### config.mk
export PLATFORM = sky130hd
export DESIGN_NAME = seg7_scan_driver
export DESIGN_NICKNAME = d
export VERILOG_FILES = /design/src/rtl/seg7_scan_driver.sv
export SDC_FILE = /design/constraint.sdc
export NUM_CORES = 1
export LEC_CHECK = 0
export BUFFER_PORTS_ARGS = -buffer_cell sky130_fd_sc_hd__buf_4
export CORE_UTILIZATION = 50
export CTS_CLUSTER_DIAMETER = 200
export DETAILED_ROUTE_END_ITERATION = 10
export GPL_ROUTABILITY_DRIVEN = 0
export PLACE_DENSITY = 0.81
export SETUP_SLACK_MARGIN = 0.15
export SLEW_MARGIN = 20
export SYNTH_ARGS = -nofsm -noshare
export SYNTH_HDL_FRONTEND = slang
export SYNTH_SLANG_ARGS = --single-unit
### constraint.sdc
create_clock -name clk -period 2.3 [get_ports clk]
set_input_delay 0.115 -clock clk [delete_from_list [all_inputs] [get_ports clk]]
set_output_delay 0.115 -clock clk [all_outputs]
set_load 0.02 [all_outputs]
### src/rtl/seg7_scan_driver.sv
// Four-digit common-anode scan driver: steps the external nibble mux select and
// drives registered active-low anode/segment pins with a dead time on every digit change.
module seg7_scan_driver #(
    parameter int SCAN_DIV  = 100000,
    parameter int BLANK_CYC = 2000
) (
    input  logic       clk,
    input  logic       rst,
    input  logic       en,
    output logic [1:0] scan_sel,
    input  logic [3:0] digit_in,
    input  logic [3:0] points,
    input  logic [3:0] blank,
    output logic [3:0] AN,
    output logic [7:0] SEGMENT
);

    localparam int               CNT_W     = $clog2(SCAN_DIV);
    localparam logic [CNT_W-1:0] CNT_LAST  = CNT_W'(SCAN_DIV - 1);
    localparam logic [CNT_W-1:0] CNT_BLANK = CNT_W'(BLANK_CYC);

    if (SCAN_DIV < 4) begin : g_bad_scan_div
        $error("seg7_scan_driver: SCAN_DIV must be at least 4");
    end
    if ((BLANK_CYC < 0) || (BLANK_CYC >= SCAN_DIV)) begin : g_bad_blank_cyc
        $error("seg7_scan_driver: BLANK_CYC must lie in 0..SCAN_DIV-1");
    end

    // Hex nibble to active-low {g,f,e,d,c,b,a}
    function automatic logic [6:0] seg_decode(input logic [3:0] hex);
        logic [6:0] seg;
        case (hex)
            4'h0:    seg = 7'h40;
            4'h1:    seg = 7'h79;
            4'h2:    seg = 7'h24;
            4'h3:    seg = 7'h30;
            4'h4:    seg = 7'h19;
            4'h5:    seg = 7'h12;
            4'h6:    seg = 7'h02;
            4'h7:    seg = 7'h78;
            4'h8:    seg = 7'h00;
            4'h9:    seg = 7'h10;
            4'hA:    seg = 7'h08;
            4'hB:    seg = 7'h03;
            4'hC:    seg = 7'h46;
            4'hD:    seg = 7'h21;
            4'hE:    seg = 7'h06;
            4'hF:    seg = 7'h0E;
            default: seg = 7'h7F;
        endcase
        return seg;
    endfunction

    logic [CNT_W-1:0] cnt_r;
    logic [1:0]       scan_sel_r;
    logic [3:0]       an_r;
    logic [7:0]       seg_r;
    logic             tick_s;
    logic             dark_s;
    logic [3:0]       an_nxt_s;
    logic [7:0]       seg_nxt_s;

    // Slot-advance strobe and next pin values from the pre-edge scan state
    always_comb begin
        tick_s    = 1'b0;
        dark_s    = 1'b1;
        an_nxt_s  = 4'b1111;
        seg_nxt_s = 8'hFF;
        if (en) begin
            tick_s = (cnt_r == CNT_LAST);
            dark_s = (cnt_r < CNT_BLANK) || blank[scan_sel_r];
        end else begin
            tick_s = 1'b0;
            dark_s = 1'b1;
        end
        // Dead window keeps the previous digit's segments from ghosting onto the new anode
        if (!dark_s) begin
            an_nxt_s  = ~(4'b0001 << scan_sel_r);
            seg_nxt_s = {~points[scan_sel_r], seg_decode(digit_in)};
        end else begin
            an_nxt_s  = 4'b1111;
            seg_nxt_s = 8'hFF;
        end
    end

    // Slot prescaler and digit index; both freeze while disabled
    always_ff @(posedge clk) begin
        if (rst) begin
            cnt_r      <= '0;
            scan_sel_r <= 2'd0;
        end else if (en) begin
            if (tick_s) begin
                cnt_r      <= '0;
                scan_sel_r <= scan_sel_r + 2'd1;
            end else begin
                cnt_r      <= cnt_r + CNT_W'(1);
                scan_sel_r <= scan_sel_r;
            end
        end else begin
            cnt_r      <= cnt_r;
            scan_sel_r <= scan_sel_r;
        end
    end

    // Registered pin drivers
    always_ff @(posedge clk) begin
        if (rst) begin
            an_r  <= 4'b1111;
            seg_r <= 8'hFF;
        end else begin
            an_r  <= an_nxt_s;
            seg_r <= seg_nxt_s;
        end
    end

    assign scan_sel = scan_sel_r;
    assign AN       = an_r;
    assign SEGMENT  = seg_r;

endmodule

==> results of run 1 <==
-- worst max path at each step --
stage | endpoint | cells after the start | from | slack (ps)
after global routing | cnt_r[16] | 4 | cnt_r[2] | 380
after global placement | cnt_r[15] | 4 | cnt_r[7] | 620
final | cnt_r[16] | 4 | cnt_r[2] | 520
after CTS | cnt_r[16] | 4 | cnt_r[2] | 530
after detailed placement | cnt_r[15] | 4 | cnt_r[8] | 560
after floorplan | SEGMENT[0] | 4 | scan_sel[0] | 380
-- state kept, by name (all words and copies together) (netlist names) --
register and cells:
AN 4, SEGMENT 8, cnt_r 17, scan_sel 2
-- metrics by stage --
stage	util, %	cell area [um2]
6_report	66.0	1850
5_1_grt	66.0	1850
4_1_cts	66.0	1850
3_5_place_dp	62.5	1750
3_3_place_gp	62.5	1750
2_1_floorplan	-	1520
-- kinds of logic after synthesis --
logic type      synth area share, %
compound gates                 14.1
xor+xnor                       6.36
fa+ha+maj                      9.08
buf+inv                        4.38
flops                          41.0
mux                            2.97
simple gates                   22.1
-- power breakdown --
part	leakage (nW)	switching, W	internal [W]
clock	0.0482	0.000185	0.000257
combinational	0.415	0.0000340	0.0000342
sequential	0.250	0.00000375	0.000539
total	0.713	0.000222	0.000830
-- placed cells by master, fill, tap and decap left out, types with 2 or more instances in the layout --
cell type / instances
a21o_1: 2
a21oi_1: 8
buf_4: 31
clkbuf_4: 5
dfxtp_1: 31
ha_1: 11
inv_1: 9
mux4_2: 2
nand2_1: 13
nand2b_1: 4
nand3_1: 8
nand4_1: 5
nor2_1: 17
nor3_1: 2
nor4b_1: 2
o211ai_1: 5
o21ai_0: 9
o311ai_0: 4
o31ai_1: 2
or3_1: 4
or4_1: 2
xnor2_1: 4
xor2_1: 7
-- what timing repair did --
item,CTS,global route
hold endpoints to repair,4,0
setup buffers,0,0
hold buffers,1,0
-- per-layer routing --
layer / routed length (um) / share of wire (%)
met4: 69 / 2.2
met2: 1610 / 52
met5: 0 / 0
met3: 118 / 3.8
met1: 1290 / 42
-- worst register-to-register path: stages, from the launching register on --
cell and delay (ps):
dfxtp_1 410, and4_1 350, nand3_1 260, or4_1 560, a21oi_1 140
-- Yosys cell counts (4+ instances only) --
master	number	area, um2
nand2_1	13	48.8
inv_1	9	33.8
ha_1	11	138
xor2_1	7	61.3
nand4_1	5	31.3
nand3_1	8	40.0
or3_1	4	25.0
o211ai_1	5	37.5
xnor2_1	4	35.0
nand2b_1	4	25.0
buf_2	5	25.0
nor2_1	17	63.8
a21oi_1	8	40.0
o311ai_0	4	35.0
o21ai_0	9	45.0
dfxtp_1	31	621
-- cell type report --
| cell class | instances | area share, % |
|---|---|---|
| clock buffers | 6 | 2.77 |
| clock inverters | 2 | 1.89 |
| inverters | 9 | 1.83 |
| multi-input cells | 121 | 44.8 |
| flip-flops and latches | 31 | 33.5 |
| well taps | 31 | 2.10 |
| repair buffers | 32 | 13.1 |
==> flow_metrics.py, run 1 <==
metrics = {
    "global_route": {
        "busiest_layer": "met2",
        "gr-usage-met2_pct": 37.3,
        "grt_first_pass_wirelength_mm": 5.42,
        "grt_overflow": 0,
        "track_usage_pct": 21.6,
        "grtUsageMet3_pct": 7.26,
        "grt_pass1_vias": 1243,
        "antenna_found_initial": 0,
        "grt_max_degree": 16,
        "grtUsageMet1_pct": 24.0,
    },
    "cells_and_area": {
        "antennaDiodeCount": 0,
        "multi_input_area_um2": 828,
        "layout.cells.non_filler": 232,
        "area_growth_pct": 22.1,
        "fill_cells": 236,
        "layout-drive-gt1-share_pct": 21.9,
        "regArea_um2": 621,
        "final_nets": 226,
    },
    "detailed_routing": {
        "drt_iter0_drc": 69,
        "post-route-drc-count": 4,
        "first_pass_iters": 7,
        "final_antenna_net_count": 0,
        "num_vias": 1344,
        "wl_per_cell_um": 13.3,
        "viasPerCell": 5.79,
        "wirelength_mm": 3.09,
    },
    "logic_synthesis": {
        "syn-num-nets": 194,
        "synth_edf_count": 0,
        "synthCells": 168,
        "synth_cell_types": 34,
        "yosysSeqAreaShare_pct": 41.0,
        "ys.flop_type": "dfxtp_1",
        "syn_avg_cell_area_um2": 9.02,
        "synth-seq-cells": 31,
        "async_reset_ff_share_pct": 0,
        "synth.cell_area_um2": 1520,
        "yosys_warnings": 0,
    },
    "clock_tree": {
        "cts.sinks": 31,
        "cts_buffers": 5,
        "clk_pin_slew_ps": 90,
        "clk_latency_ps": 340,
        "cts_tree": "yes",
        "cts_resized": 0,
        "root_buffer": "clkbuf_4",
        "clockBufferDepth": 2,
        "cts-htree-levels": 2,
    },
    "min_path": {
        "hp-class": "input port to flop",
        "hp-start": "digit_in[2]",
        "hold_end": "SEGMENT[1]",
        "whs_path_depth": 3,
    },
    "flow_run": {
        "drv_cap": 0,
    },
    "placed_design": {
        "dp.cells": 223,
        "hpwl_mm": 2.31,
        "io_buffers": 28,
        "pre_cts_ws_ps": 557,
    },
    "critical_path": {
        "critPathTopFamily": "simple AND/OR/NAND/NOR gates",
        "worst-setup-path-type": "flop to flop",
        "endpoint_kind": "flop",
        "worst-path-buf-inv": 0,
        "worstSetupStartpointType": "flop",
        "cp.required_ps": 2570,
        "cp_slowest_cell": "or4_1",
        "crit_path_max_incr_delay_ps": 560,
        "path_max_fanout": 9,
        "worstRegToRegCells": 4,
        "regToRegSetupSlack_ps": 520,
        "arrival_ps": 2050,
        "r2r_start": "cnt_r[2]",
        "timing.rr.end": "cnt_r[16]",
        "crit_chain": "and4_1 > nand3_1 > or4_1 > a21oi_1",
    },
    "die": {
        "die_x_um": 57.1,
        "coreArea_um2": 2810,
        "dieArea_um2": 3250,
        "initial_utilization_pct": 54.0,
        "io_pins": 29,
        "die_y_um": 57.1,
        "row_count": 19,
    },
    "pwr": {
        "vdd_drop_max_v": 0.000334,
        "power.density_nw_per_um2": 569,
        "total_power_w": 0.00105,
        "p_leak_nw": 0.713,
    },
    "timing": {
        "hold_violations": 0,
        "slew_viol_final": 0,
        "period_share_pct": 77.4,
        "whs_ps": 57.2,
        "layout_min_cycle_time_ps": 1780,
        "max_freq_mhz": 561,
        "slew_headroom_pct": 71.8,
        "skew_ps": 14.1,
        "tns_ps": 0,
        "layout_setup_ws_ps": 519,
        "tightest_slew_ps": 418,
        "setup_violations": 0,
        "rsz0062_at_grt": "false",
    },
    "outcome": {
        "failed_checks": "design-rule violations",
        "status": "complete, but fails checks",
    },
}
No activity file was read; power rests on OpenSTA's default activity.
==> run 2, diff against run 1 <==
Settings changed: ABC_AREA set to 1.
Clock period 2.3 ns to 1.8 ns, I/O delays scaled along.
==> run 2 against run 1 <==
Net effect: the run now ends clean; clock power is 3% higher; routed wire length grew 3.8%; global-route usage fell by 1.9 points; final cell count rose by 34%; area after synthesis increased by 6.1%; sequential power is 28% higher; clock skew barely moved; register-to-register slack got worse by 170 ps; fmax increased by 23%; worst setup slack worse by 170 ps; clock-buffer cell count grew 2; hold slack got worse by 27 ps; critical endpoint is now cnt_r[12]; largest cell class unchanged.
==> flow_metrics.py, run 2 <==
metrics = {
    "outcome": {
        "status": "finished clean",
    },
    "cells_and_area": {
        "final_nets": 293,
        "area_growth_pct": 21.7,
        "layout-drive-gt1-share_pct": 17.2,
        "layout_commonest_cell": "nand2_1",
        "layout_common_cells": "57 x nand2_1, 38 x nor2_1, 29 x dfxtp_1, 29 x buf_4, 25 x inv_1",
        "fill_cells": 292,
        "largest_register_ffs": 17,
        "antennaDiodeCount": 0,
        "largest_register": "cnt_r",
    },
    "pwr": {
        "power_switching_w": 0.000279,
        "internal_power_w": 0.000964,
        "p_clk_share_pct": 36.5,
        "vdd_drop_max_v": 0.000393,
        "swShare_pct": 22.5,
        "p_leak_nw": 0.845,
        "total_power_w": 0.00124,
        "combPwrFrac_pct": 7.8,
        "power_frac_seq_pct": 55.8,
        "power.density_nw_per_um2": 635,
    },
    "timing": {
        "period_share_pct": 80.7,
        "tns_ps": 0,
        "skew_ps": 14.2,
        "setup_violations": 0,
        "hold_violations": 0,
        "layout_min_cycle_time_ps": 1450,
        "rsz0062_at_grt": "false",
        "max_freq_mhz": 689,
        "slew_headroom_pct": 79.9,
        "tightest_slew_ps": 301,
        "slew_viol_final": 0,
    },
    "logic_synthesis": {
        "syn-num-nets": 258,
        "netlist_top_cells_count": "57 x nand2_1, 40 x nor2_1, 31 x dfxtp_1",
        "yosysSeqAreaShare_pct": 38.6,
        "synthCells": 232,
        "synth-seq-cells": 31,
        "async_reset_ff_share_pct": 0,
        "yosys-top-cells-area": "dfxtp_1 39%, nand2_1 13%, nor2_1 9.3%",
        "synth_cell_types": 27,
        "synth.cell_area_um2": 1610,
        "synth.top_cell.area_share_pct": 38.6,
        "synth_top_area_cell": "dfxtp_1",
        "synth_edf_count": 0,
        "yosysMostFrequentCell": "nand2_1",
        "yosys_warnings": 0,
        "syn_avg_cell_area_um2": 6.93,
        "ys.flop_type": "dfxtp_1",
    },
    "critical_path": {
        "worst-path-buf-inv": 2,
        "worstRegToRegCells": 9,
        "path_max_fanout": 7,
        "worst-setup-path-type": "flop to flop",
        "crit_chain": "ha_1 > nand2_1 > inv_1 > nand4_1 > nor2_2 > nor2_1 > buf_4 > nand2_1 > nor2_1",
        "crit_path_max_incr_delay_ps": 370,
        "cp.required_ps": 2030,
        "regToRegSetupSlack_ps": 350,
        "worstSetupStartpointType": "flop",
        "cp_num_cells": 9,
        "cp_slowest_cell": "dfxtp_1",
        "arrival_ps": 1680,
        "endpoint_kind": "flop",
        "critPathTopFamily": "simple AND/OR/NAND/NOR gates",
    },
    "clock_tree": {
        "cts.sinks": 31,
        "cts_tree": "yes",
        "cts_buffers": 5,
        "clockBufferDepth": 2,
        "clk_latency_ps": 330,
        "cts_setup_buffers": 0,
        "cts-htree-levels": 2,
        "root_buffer": "clkbuf_4",
        "clk_pin_slew_ps": 100,
    },
    "die": {
        "dieArea_um2": 3450,
        "die_x_um": 58.7,
        "coreArea_um2": 3050,
        "die_y_um": 58.7,
        "row_count": 20,
        "initial_utilization_pct": 52.7,
        "io_pins": 29,
    },
    "global_route": {
        "track_usage_pct": 19.7,
        "grt_first_pass_wirelength_mm": 5.18,
        "antenna_found_initial": 0,
        "grt_pass1_vias": 1231,
        "grt_overflow": 0,
        "grt_max_degree": 13,
    },
    "placed_design": {
        "hpwl_mm": 2.43,
        "io_buffers": 28,
    },
    "detailed_routing": {
        "first_pass_iters": 5,
        "wl_per_cell_um": 10.3,
        "viasPerCell": 4.88,
        "num_vias": 1524,
        "wirelength_mm": 3.21,
        "final_antenna_net_count": 0,
        "post-route-drc-count": 0,
        "drt_iter0_drc": 72,
    },
    "min_path": {
        "whs_path_depth": 3,
        "hp-class": "input port to flop",
    },
    "flow_run": {
        "drv_cap": 0,
    },
}
## run 2: cell types whose count changed after synthesis, sizes merged, moves of 6 or more
cell / before / now
inv: 9 / 26
a21oi: 8 / 15
xor2: 7 / 1
nand2: 13 / 58
nor2: 17 / 43
## run 2: logic make-up (layout without fill, tap and decap cells)
logic type,count (synthesis),count (layout),share of synthesized area (%)
simple gates,128,128,33.6
compound gates,32,32,11.1
flops,31,31,38.6
buf+inv,28,64,7.00
fa+ha+maj,11,11,8.56
xor+xnor,2,2,1.09
## run 2: power by group through the flow
stage / sequential (W) / combinational, W / clock, W
after floorplan: 0.000708 / 0.0000512 / 0
after global placement: 0.000708 / 0.0000930 / 0
after detailed placement: 0.000709 / 0.0000932 / 0
after CTS: 0.000693 / 0.0000957 / 0.000466
after global routing: 0.000694 / 0.000110 / 0.000495
final: 0.000693 / 0.0000964 / 0.000454
## run 2: layout make-up
| cell class | instances | area, um2 | share of cell area, % |
|---|---|---|---|
| Sequential cell | 31 | 623 | 31.8 |
| Timing Repair Buffer | 30 | 228 | 11.6 |
| Clock buffer | 8 | 68.8 | 3.52 |
| Tap cell | 44 | 55.1 | 2.81 |
| Multi-Input combinational cell | 173 | 885 | 45.2 |
| Inverter | 26 | 97.6 | 4.99 |
## run 2: stage by stage
step / area (um2) / utilization (%) / instances / hold slack (ps) / setup slack, ps
after floorplan: 1610 / - / 232 / 162 / 385
after global placement: 1870 / 61.1 / 303 / 309 / 234
after detailed placement: 1870 / 61.1 / 303 / 312 / 203
after CTS: 1940 / 63.7 / 312 / 22.7 / 182
after global routing: 1960 / 64.1 / 312 / 33.7 / 161
final: 1960 / 64.1 / 312 / 30.3 / 348
## run 2: per-layer routing
metal	routed length [um]	track usage [%]
met1	1580	25.9
met2	1380	30.5
met3	218	4.84
met4	26	9.18
met5	0	0
## run 2: path summary, 6_finish.rpt
kind                     end        start
hold / removal    SEGMENT[3]  digit_in[3]
setup reg to reg   cnt_r[12]     cnt_r[1]
hold reg to reg     cnt_r[9]     cnt_r[9]
setup / recovery   cnt_r[12]     cnt_r[1]
## run 2: timing repair
action,4_1_cts,5_1_grt
setup endpoints to repair,0,20
endpoints found under the hold margin,3,0
hold buffers,1,0
gates resized for setup,0,5
## run 2: worst register-to-register path, stage by stage, from the launching register on
cell and delay (ps):
dfxtp_1 370, ha_1 170, nand2_1 120, inv_1 90
nand4_1 90, nor2_2 180, nor2_1 70, buf_4 160
nand2_1 60, nor2_1 40
==> run 3, diff against run 2 <==
Settings changed: CORE_UTILIZATION 50 to 49, PLACE_DENSITY 0.81 to 0.82.
Clock period 1.8 ns to 1.3 ns, I/O delays scaled along.
==> run 3 against run 2 <==
Net effect: the run now ends with negative setup slack left; highest routed layer unchanged; clock skew barely moved; routed wire length rose by 31%; sequential share of layout area fell by 3.6 points.
==> flow_metrics.py, run 3 (synthesis results as in run 2) <==
metrics = {
    "die": {
        "die_x_um": 59.3,
        "row_count": 20,
        "initial_utilization_pct": 52.2,
        "coreArea_um2": 3080,
        "dieArea_um2": 3510,
        "die_y_um": 59.3,
        "io_pins": 29,
    },
    "global_route": {
        "grt_max_degree": 13,
        "track_usage_pct": 24.1,
        "grt_pass1_vias": 1479,
        "grt_first_pass_wirelength_mm": 6.31,
        "grt_overflow": 0,
        "antenna_found_initial": 0,
    },
    "detailed_routing": {
        "drt_iter0_drc": 128,
        "final_antenna_net_count": 0,
        "wl_per_cell_um": 12.6,
        "post-route-drc-count": 0,
        "viasPerCell": 5.24,
        "wirelength_mm": 4.19,
        "num_vias": 1750,
        "first_pass_iters": 5,
    },
    "timing": {
        "tns_ps": -104,
        "layout_setup_ws_ps": -71.4,
        "layout_min_cycle_time_ps": 1370,
        "period_share_pct": 105,
        "tightest_slew_ps": 276,
        "whs_ps": 39.0,
        "slew_viol_final": 0,
        "setup_violations": 2,
        "slew_headroom_pct": 81.4,
        "max_freq_mhz": 729,
        "hold_violations": 0,
        "skew_ps": 14.2,
        "rsz0062_at_grt": "true",
    },
    "cells_and_area": {
        "regArea_um2": 643,
        "area_growth_pct": 41.8,
        "multi_input_area_um2": 1020,
        "largest_register_ffs": 17,
        "layout_commonest_cell": "buf_4",
        "fill_cells": 236,
        "layout_common_cells": "47 x buf_4, 41 x nand2_1, 33 x nor2_1, 21 x dfxtp_1, 21 x inv_1",
        "antennaDiodeCount": 0,
        "layout-drive-gt1-share_pct": 36.6,
        "largest_register": "cnt_r",
        "final_nets": 315,
    },
    "pwr": {
        "swShare_pct": 26.5,
        "p_clk_share_pct": 32.9,
        "vdd_drop_max_v": 0.000623,
        "combPwrFrac_pct": 9.7,
        "power.density_nw_per_um2": 730,
        "power_frac_seq_pct": 57.4,
        "power_switching_w": 0.000441,
        "p_leak_nw": 1.02,
        "internal_power_w": 0.00122,
    },
    "critical_path": {
        "arrival_ps": 1650,
        "worstSetupStartpointType": "flop",
        "worst-setup-path-type": "flop to flop",
        "endpoint_kind": "flop",
        "cp.required_ps": 1580,
        "path_max_fanout": 5,
    },
    "clock_tree": {
        "cts.sinks": 31,
        "clockBufferDepth": 2,
        "cts-htree-levels": 2,
        "cts_tree": "yes",
        "clk_latency_ps": 340,
        "cts_buffers": 5,
        "clk_pin_slew_ps": 110,
        "root_buffer": "clkbuf_4",
    },
    "placed_design": {
        "io_buffers": 28,
        "hpwl_mm": 2.78,
    },
    "min_path": {
        "hp-class": "input port to flop",
    },
    "outcome": {
        "failed_checks": "negative setup slack",
        "status": "complete, but fails checks",
    },
    "flow_run": {
        "drv_cap": 0,
    },
}
run 3: changes by cell type in the layout (fill, tap and decap cells not counted), moves of 5 or more:
cell	before	now
buf_4	29	47
dfxtp_1	29	21
nor2_4	1	7
nor2_1	38	33
nand2_1	57	41
nand2_2	1	13
run 3: final cells by class:
cell class,count,area share (%)
inverter,26,4.39
sequential,31,28.2
tap,44,2.41
clock buffer,5,1.65
timing repair buffer,52,17.8
multi-input combinational,173,44.9
clock inverter,3,0.659
run 3: power groups by stage:
| stage | registers (W) | clock network [W] | logic (W) |
|---|---|---|---|
| after global placement | 0.000982 | 0 | 0.000133 |
| final | 0.000956 | 0.000548 | 0.000161 |
| after floorplan | 0.000982 | 0 | 0.0000741 |
| after CTS | 0.000958 | 0.000557 | 0.000149 |
| after global routing | 0.000957 | 0.000602 | 0.000175 |
| after detailed placement | 0.000983 | 0 | 0.000134 |
run 3: path summary, 6_finish.rpt:
check | from | to | slack, ps | depth (start not counted)
setup / recovery | cnt_r[1] | cnt_r[11] | -70 | 6
hold / removal | points[1] | SEGMENT[7] | 40 | 4
setup reg to reg | cnt_r[1] | cnt_r[11] | -70 | 6
hold reg to reg | cnt_r[1] | cnt_r[1] | 550 | 2
run 3: through the flow:
step	utilization, %	instance area, um2	total power, W	worst slack [ps]	instances
after floorplan	-	1650	0.00106	117	232
after global placement	64.1	1970	0.00111	7.97	312
after detailed placement	64.1	1970	0.00112	-15.1	312
after CTS	71.0	2180	0.00166	33.2	330
after global routing	74.1	2280	0.00173	-178	334
final	74.1	2280	0.00166	-71.4	334
run 3: critical path: stages (launching register included):
cell and delay (ps):
dfxtp_2 380, nand3_1 200, nor2_4 190, nand2_1 120, o21ai_0 240, nand2_1 90
nor2_1 100
run 3: repair_timing:
action | 4_1_cts | 5_1_grt
pin swaps | 16 | 12
buffers inserted | 7 | 4
endpoints found under the hold margin | 6 | 0
gates resized for setup | 25 | 23
hold buffers | 3 | 0
endpoints found under the setup margin | 29 | 30
run 3: layer usage:
layer	vias up	routed length (um)	track usage, %
met5	-	0	0
met4	0	93	12.9
met3	11	295	6.33
met2	81	1980	36.8
met1	795	1820	30.8
li1	863	-	-
